`src/rtl/multdiv_ctrl.sv`:
```
// Signed 32-bit multiply (radix-2 Booth) / divide (restoring on magnitudes) sharing one adder_32.
// Latency 33 cycles (mul) / 36 cycles (div); no backpressure, a new start aborts any operation in flight.

module adder_32 (
    output logic [31:0] S,
    output logic        O,
    input  logic [31:0] A,
    input  logic [31:0] B,
    input  logic        Cin
);
    assign S = A + B + {31'b0, Cin};
    assign O = (A[31] == B[31]) && (S[31] != A[31]);
endmodule

module multdiv_ctrl #(
    parameter int ITER = 32
) (
    input  logic        clock,
    input  logic        reset,
    input  logic        ctrl_MULT,
    input  logic        ctrl_DIV,
    input  logic [31:0] data_operandA,
    input  logic [31:0] data_operandB,
    output logic [31:0] data_result,
    output logic        data_exception,
    output logic        data_resultRDY
);
    typedef enum logic [2:0] {
        IDLE, MUL_ITER, DIV_ABSA, DIV_ABSB, DIV_ITER, DIV_SIGN, DONE
    } state_t;

    localparam int CW = $clog2(ITER);
    localparam logic [CW-1:0] LAST = CW'(ITER - 1);

    state_t          state_q, state_d;
    logic [CW-1:0]   cnt_q;
    logic [31:0]     acc_q, lo_q, b_q, result_q;
    logic            qm1_q, mul_q, neg_q, exc_q, rdy_q;

    logic            start;
    logic [31:0]     add_x, add_y, add_s, rem_sh;
    logic            add_cin, add_o_unused, add_cout, add_ext;
    logic            booth_add, booth_sub;

    assign start     = ctrl_MULT | ctrl_DIV;
    assign booth_sub = lo_q[0] & ~qm1_q;
    assign booth_add = ~lo_q[0] & qm1_q;
    assign rem_sh    = {acc_q[30:0], lo_q[31]};

    adder_32 u_add (
        .S   (add_s),
        .O   (add_o_unused),
        .A   (add_x),
        .B   (add_y),
        .Cin (add_cin)
    );

    // Carry out and true 33-bit sign recovered from the MSBs, so no wider adder is needed.
    assign add_cout = (add_x[31] & add_y[31]) | ((add_x[31] | add_y[31]) & ~add_s[31]);
    assign add_ext  = add_x[31] ^ add_y[31] ^ add_cout;

    always_ff @(posedge clock or posedge reset) begin
        if (reset) state_q <= IDLE;
        else       state_q <= state_d;
    end

    always_comb begin
        state_d = state_q;
        if (start) begin
            state_d = ctrl_MULT ? MUL_ITER : DIV_ABSA;
        end else begin
            case (state_q)
                MUL_ITER: if (cnt_q == LAST) state_d = DONE;
                DIV_ABSA: state_d = DIV_ABSB;
                DIV_ABSB: state_d = DIV_ITER;
                DIV_ITER: if (cnt_q == LAST) state_d = DIV_SIGN;
                DIV_SIGN: state_d = DONE;
                DONE:     state_d = IDLE;
                default:  state_d = IDLE;
            endcase
        end
    end

    always_comb begin
        add_x   = 32'b0;
        add_y   = 32'b0;
        add_cin = 1'b0;
        case (state_q)
            MUL_ITER: begin
                add_x   = acc_q;
                add_y   = booth_sub ? ~b_q : (booth_add ? b_q : 32'b0);
                add_cin = booth_sub;
            end
            DIV_ABSA: begin
                add_x   = lo_q[31] ? ~lo_q : lo_q;
                add_cin = lo_q[31];
            end
            DIV_ABSB: begin
                add_x   = b_q[31] ? ~b_q : b_q;
                add_cin = b_q[31];
            end
            DIV_ITER: begin
                add_x   = rem_sh;
                add_y   = ~b_q;
                add_cin = 1'b1;
            end
            DIV_SIGN: begin
                add_x   = neg_q ? ~lo_q : lo_q;
                add_cin = neg_q;
            end
            default: ;
        endcase
    end

    always_ff @(posedge clock or posedge reset) begin
        if (reset) begin
            acc_q    <= 32'b0;
            lo_q     <= 32'b0;
            b_q      <= 32'b0;
            qm1_q    <= 1'b0;
            cnt_q    <= '0;
            mul_q    <= 1'b0;
            neg_q    <= 1'b0;
            result_q <= 32'b0;
            exc_q    <= 1'b0;
            rdy_q    <= 1'b0;
        end else if (start) begin
            acc_q <= 32'b0;
            lo_q  <= data_operandA;
            b_q   <= data_operandB;
            qm1_q <= 1'b0;
            cnt_q <= '0;
            mul_q <= ctrl_MULT;
            neg_q <= data_operandA[31] ^ data_operandB[31];
            rdy_q <= 1'b0;
        end else begin
            rdy_q <= 1'b0;
            case (state_q)
                MUL_ITER: begin
                    acc_q <= {add_ext, add_s[31:1]};
                    lo_q  <= {add_s[0], lo_q[31:1]};
                    qm1_q <= lo_q[0];
                    cnt_q <= cnt_q + CW'(1);
                end
                DIV_ABSA: lo_q <= add_s;
                DIV_ABSB: b_q  <= add_s;
                DIV_ITER: begin
                    acc_q <= add_cout ? add_s : rem_sh;
                    lo_q  <= {lo_q[30:0], add_cout};
                    cnt_q <= cnt_q + CW'(1);
                end
                DIV_SIGN: lo_q <= add_s;
                DONE: begin
                    rdy_q <= 1'b1;
                    if (mul_q) begin
                        result_q <= lo_q;
                        exc_q    <= (acc_q != {32{lo_q[31]}});
                    end else if (b_q == 32'b0) begin
                        result_q <= 32'b0;
                        exc_q    <= 1'b1;
                    end else begin
                        // A non-negative quotient with bit 31 set did not fit.
                        result_q <= lo_q;
                        exc_q    <= ~neg_q & lo_q[31];
                    end
                end
                default: ;
            endcase
        end
    end

    assign data_result    = result_q;
    assign data_exception = exc_q;
    assign data_resultRDY = rdy_q;
endmodule

```
`config.mk`:
```
export PLATFORM = sky130hd
export DESIGN_NAME = multdiv_ctrl
export DESIGN_NICKNAME = d
export VERILOG_FILES = /design/src/rtl/multdiv_ctrl.sv
export SDC_FILE = /design/constraint.sdc
export NUM_CORES = 1
export LEC_CHECK = 0
export BUFFER_PORTS_ARGS = -buffer_cell sky130_fd_sc_hd__buf_4
export CORE_MARGIN = 1
export CORE_UTILIZATION = 55
export CTS_CLUSTER_DIAMETER = 100
export DETAILED_ROUTE_END_ITERATION = 10
export GPL_ROUTABILITY_DRIVEN = 0
export GPL_TIMING_DRIVEN = 0
export PLACE_DENSITY_LB_ADDON = 0.1
export SLEW_MARGIN = 10
export SYNTH_ARGS = -nofsm -noshare
export SYNTH_HDL_FRONTEND = slang
export SYNTH_SLANG_ARGS = --single-unit
```
`constraint.sdc`:
```
create_clock -name clock -period 5.5 [get_ports clock]
set_input_delay 0.825 -clock clock [delete_from_list [all_inputs] [get_ports clock]]
set_output_delay 0.825 -clock clock [all_outputs]
set_load 0.02 [all_outputs]
```
After elaboration in Yosys (flattened, before gate mapping)
Index checks and enable logic that the tools add are counted.

Word-level logic and storage cells: 82. Register bits: 141.

Equal/unequal tests: 10. Add/subtract/negate cells: 3. Reduce and logical (&&, ||, !) cells: 10. Mux-type cells: 30. Bitwise gates (word level): 18.

Operators with widths (number): 2-to-1 mux 32 bit (12); case mux 32 bit (5 select lines) (1); case mux 32 bit (2 select lines) (2); case mux 32 bit (3 select lines) (1); NOT 32 bit (2); adder 32 x 1 -> 32 bit (1); adder 32 bit (1); zero test 32 bit (1); != test 32 bit (1); case mux 3 bit (5 select lines) (1); 2-to-1 mux 5 bit (2); == test 3 bit (second input constant) (3); 2-to-1 mux 3 bit (3); == test 3 x 2 -> 1 bit (second input constant) (2); 2-to-1 mux 1 bit (6); != test 3 bit (second input constant) (2); nonzero test 2 bit (3); adder 5 x 1 -> 5 bit (second input constant) (1); AND 1 bit (5); == test 5 bit (second input constant) (1); NOT 1 bit (5); case mux 1 bit (5 select lines) (1); AND reduction 2 bit (2); nonzero test 4 bit (1); 6 further kinds (11).

Longest topological paths before layout
Depth in word-level cells: 13. Mapped depth: 25. Gate-level depth less buffers: 22.

Hierarchy
Synthesis repeated with hierarchy kept, for this count alone.

Cell total of the unflattened synthesis: 1366. Area, all modules: 10930.5 µm².

By module, submodules not included: multdiv_ctrl (times used 1, cells an instance 1101, area each 9097.5 µm²); adder_32 (times used 1, cells an instance 265, area each 1833.0 µm²).

Worst setup path before layout
OpenSTA, ideal clock, no wires.

Path type: register -> register. Start point: register state_q[1]. End point: register acc_q[3]. Cell stages (with the launch flop): 23. Data arrival time: 4.933 ns. Buffers on the path: 4. Clock period less this slack: 5.059 ns. Required time: 5.374 ns. Library setup time: 0.126 ns. Setup slack: 0.441 ns. Cells stage by stage: dfrtp_1 > buf_2 > clkinv_1 > nor3_2 > a22o_1 > clkbuf_1 > o21ai_0 > a21oi_1 > ha_1 > buf_6 > a211oi_2 > o21ai_1 > a221o_1 > or3_1 > o21bai_4 > o21ai_2 > a21oi_2 > o21ai_0 > fa_1 > inv_1 > clkbuf_1 > nor2_1 > o311a_1.

Longest elaborated chain between the ends: 10. Elaborated cells on any way between the ends: 19. Classes of those cells: add/sub: 2; eq/ne: 5; mux: 6; bitwise: 5; reduce/logical: 1.

Ends and longest elaborated chain: start, declared (line 35) `state_t state_q, state_d;`; start signal, assigned (line 64) `else state_q <= state_d;`; == test 3 bit (tied with other cells) (line 88) `case (state_q)`; case mux 32 bit (5 select lines) / case mux 32 bit (2 select lines) (equally long branches) (line 88); adder 32 bit (line 11) `assign S = A + B + {31'b0, Cin};`; adder 32 x 1 -> 32 bit (line 11); NOT 1 bit (line 59) `assign add_cout = (add_x[31] & add_y[31]) | ((add_x[31] | add_y[31]) & ~add_s[31]);`; AND 1 bit (line 59); OR 1 bit (line 59); 2-to-1 mux 32 bit (line 148) `acc_q <= add_cout ? add_s : rem_sh;`; case mux 32 bit (2 select lines) (line 138) `case (state_q)`; 2-to-1 mux 32 bit (line 127) `end else if (start) begin`; end signal, assigned (line 140) `acc_q <= {add_ext, add_s[31:1]};`; end signal, assigned (line 148); end, declared (line 37) `logic [31:0] acc_q, lo_q, b_q, result_q;`.

Parallel ways exist; a longest one is shown, timed or not. A chain may end at the register's enable or synchronous reset.

Final worst setup path
Start point: register state_q[1]. End point: register acc_q[11].

The elaborated chain is that of the path after synthesis.

==> results.toml <==
[synthesis]
synth_seq_cells = 141
avgSynthCellArea_um2 = 7.80
netlist_area_um2 = 10600
netlist_instances = 1357
synthDominantCellAreaShare_pct = 33.3
synthArstFlopShare_pct = 100
synth_area_leaders = "dfrtp_1 (33%), a21oi_1 (8.7%), nand2_1 (6.0%), o21ai_0 (5.4%), nor2_1 (5.1%)"
synth_common_cells = "a21oi_1 (185), nand2_1 (170), nor2_1 (144)"
synth_top_area_cell = "dfrtp_1"
yosys_warnings = 0
syn_nets = 1464
synth-main-ff-cell = "dfrtp_1"
synth_cell_types = 72
yosysMostFrequentCell = "a21oi_1"
synth_edf_count = 0
yosysSeqAreaShare_pct = 33.3

[finish]
utilization_pct = 66.2
nets = 1586
areaGrowthSynthToFinish_pct = 17.3
drive_gt1_share_pct = 15.2
nFillCells = 1650
antenna_cells = 0

[timing]
setup_violations = 0
finalCriticalPeriod_ns = 5.41
slew_headroom_pct = 13.0
tightest_slew_ns = 1.29
fin_hold_ws_ns = 0.497
hold_violations = 0
clock.fmax_mhz = 185
drv_slew = 0
skew_ns = 0.0115
fin_crit_sh_pct = 98.3

[setup_path]
cp-startpoint = "state_q[1]$_DFFE_PP0P_"
rrSetupSlack_ns = 0.09
worstReg2RegStart = "state_q[1]$_DFFE_PP0P_"
end_kind = "register"
critical_path_required_ns = 5.78
r2r-end = "acc_q[11]$_DFFE_PP0P_"
worstPathMaxFanout = 10
crit_arrival_ns = 5.69
start_kind = "register"
ff2ff_path_depth = 21
path_class = "reg -> reg"

[clock_network]
tritoncts = "built"
clkTransAtPathRegs_ns = 0.07
htree_levels = 4
root_buffer = "clkbuf_16"
cts_buffer_depth = 2
worstSkewPairLatency_ns = 0.44
cts_sinks = 141
cts_made_buffers = 17

[pwr]
power-per-cell-area_nw_per_um2 = 315
worst_ir_drop_vdd_mv = 0.252
intPower_mw = 2.26
power_frac_comb_pct = 37.6
p_switching_mw = 1.65
swShare_pct = 42.1
leakage_nw = 5.33
pwr-share-seq_pct = 32.5
p_clk_share_pct = 29.9

[routing]
firstDrtPassIters = 8
via_per_inst = 6.89
num_vias = 11900
drt_wl_total_mm = 40.6
wl_per_cell_um = 23.5
drtIter0Drc = 1782
drc = 0
postRouteAntennaNets = 0

[global_route]
grt_pass1_vias = 10900
track_usage_pct = 41.5
grt_max_degree = 79
antenna_found_initial = 0
grt-ovfl-total = 0
grt_pass1_wl_mm = 61.9

[outcome]
status = "completed"

[place]
dpl.hpwl_mm = 30.1
portBuffers = 101

[die]
core_area_um2 = 18800
die_y_um = 141
io_pins = 102
num_rows = 50
die_w_um = 141
dieArea_um2 = 19800
start_util_pct = 56.4

[job]
cap_violations = 0

[hold_path]
min_path_type = "in -> async"
per-stage QoR:
step	setup slack, ns	instance area, um^2	std cells	power [mW]	TNS [ns]
2_1_floorplan	0.441	10600	1357	2.16	0
3_3_place_gp	-1.04	11600	1692	2.61	-125.31
3_5_place_dp	-1.10	11700	1693	2.64	-27.24
4_1_cts	0.00436	12300	1727	3.81	0
5_1_grt	-0.0154	12400	1726	4.03	-0.0525
6_report	0.0916	12400	1726	3.91	0
logic make-up (layout without fill, tap and decap cells):
| group | count (synthesis) | after routing | synth area share [%] |
|---|---|---|---|
| xor gates and xnor gates | 61 | 61 | 5.19 |
| and+or+nand+nor | 428 | 428 | 17.6 |
| AOI/OAI and AO/OA | 553 | 553 | 33.5 |
| adders and majority gates | 39 | 39 | 4.89 |
| muxes | 9 | 9 | 0.863 |
| buffers and inverters | 126 | 261 | 4.63 |
| DFF | 141 | 141 | 33.3 |
layer usage:
layer | GRT usage (%) | vias up | part of all wire [%]
met4 | 23.5 | 0 | 6.3
met2 | 60.9 | 1026 | 41
met5 | 0 | - | 0
met1 | 55.1 | 5376 | 38
li1 | - | 5252 | -
met3 | 11.5 | 234 | 15
registers in the layout (all words and copies together), names as in the netlist:
signal / cells
mul_q: 1
lo_q: 32
state_q: 3
b_q: 32
neg_q: 1
qm1_q: 1
data_exception: 1
acc_q: 32
cnt_q: 5
data_result: 32
data_resultRDY: 1
what timing repair did:
item                       CTS  global route
resized for setup           38            57
setup endpoints to repair   35            35
buffers inserted             2             0
pin swaps                    2             0
hold buffers                 0             0
critical path: stages (launching register included):
cell and delay [ns]:
dfrtp_1 0.34, buf_2 0.22, nand2b_2 0.22, nor2_4 0.06
a22o_4 0.24, clkbuf_2 0.18, o21ai_0 0.40, a21oi_1 0.16
ha_1 0.42, o2111a_1 0.28, a221o_1 0.35, or3_1 0.36
o21bai_4 0.24, o21ai_4 0.14, a21oi_4 0.20, o21ai_2 0.12
fa_2 0.47, inv_1 0.20, buf_2 0.28, o21ai_0 0.12
o21ai_0 0.20, a21oi_1 0.07
worst max path at each step:
stage	slack, ns	end	cells after the start
2_1_floorplan	0.44	acc_q[3]$_DFFE_PP0P_	22
5_1_grt	-0.02	acc_q[4]$_DFFE_PP0P_	23
3_3_place_gp	-1.04	acc_q[0]$_DFFE_PP0P_	20
3_5_place_dp	-1.10	acc_q[0]$_DFFE_PP0P_	20
4_1_cts	0.004	acc_q[16]$_DFFE_PP0P_	23
6_report	0.09	acc_q[11]$_DFFE_PP0P_	21
cell type report:
type | instances | area (um^2) | area share, %
multi-input cells | 1090 | 6660 | 53.6
flip-flops and latches | 141 | 3530 | 28.4
plain buffers | 104 | 475 | 3.83
repair buffers | 104 | 801 | 6.45
clock buffers | 18 | 429 | 3.46
inverters | 21 | 87.6 | 0.705
well taps | 234 | 293 | 2.36
clock inverters | 14 | 145 | 1.17
power by group through the flow:
stage | registers (mW) | logic, mW | clock network [mW]
finish | 1.27 | 1.47 | 1.17
global route | 1.28 | 1.55 | 1.20
CTS | 1.26 | 1.38 | 1.17
detailed placement | 1.28 | 1.36 | 0
global placement | 1.28 | 1.34 | 0
floorplan | 1.24 | 0.920 | 0
placed cells by master (no fill, tap or decap), types with 17 or more instances in the layout:
master	synthesis	final
nor3_1	25	25
clkbuf_1	85	57
ha_1	35	34
a22o_1	33	32
buf_4	0	107
dfrtp_1	141	141
xnor2_1	43	43
nand3_1	25	24
clkbuf_16	0	17
nand2_1	170	169
clkbuf_2	0	17
a21oi_1	185	183
a21o_1	22	22
o21ai_0	115	112
a211oi_1	51	51
a221oi_1	20	19
a31oi_1	22	22
nor2_1	144	139
inv_1	19	18
Note: power is estimated with default switching activity, not from simulation.
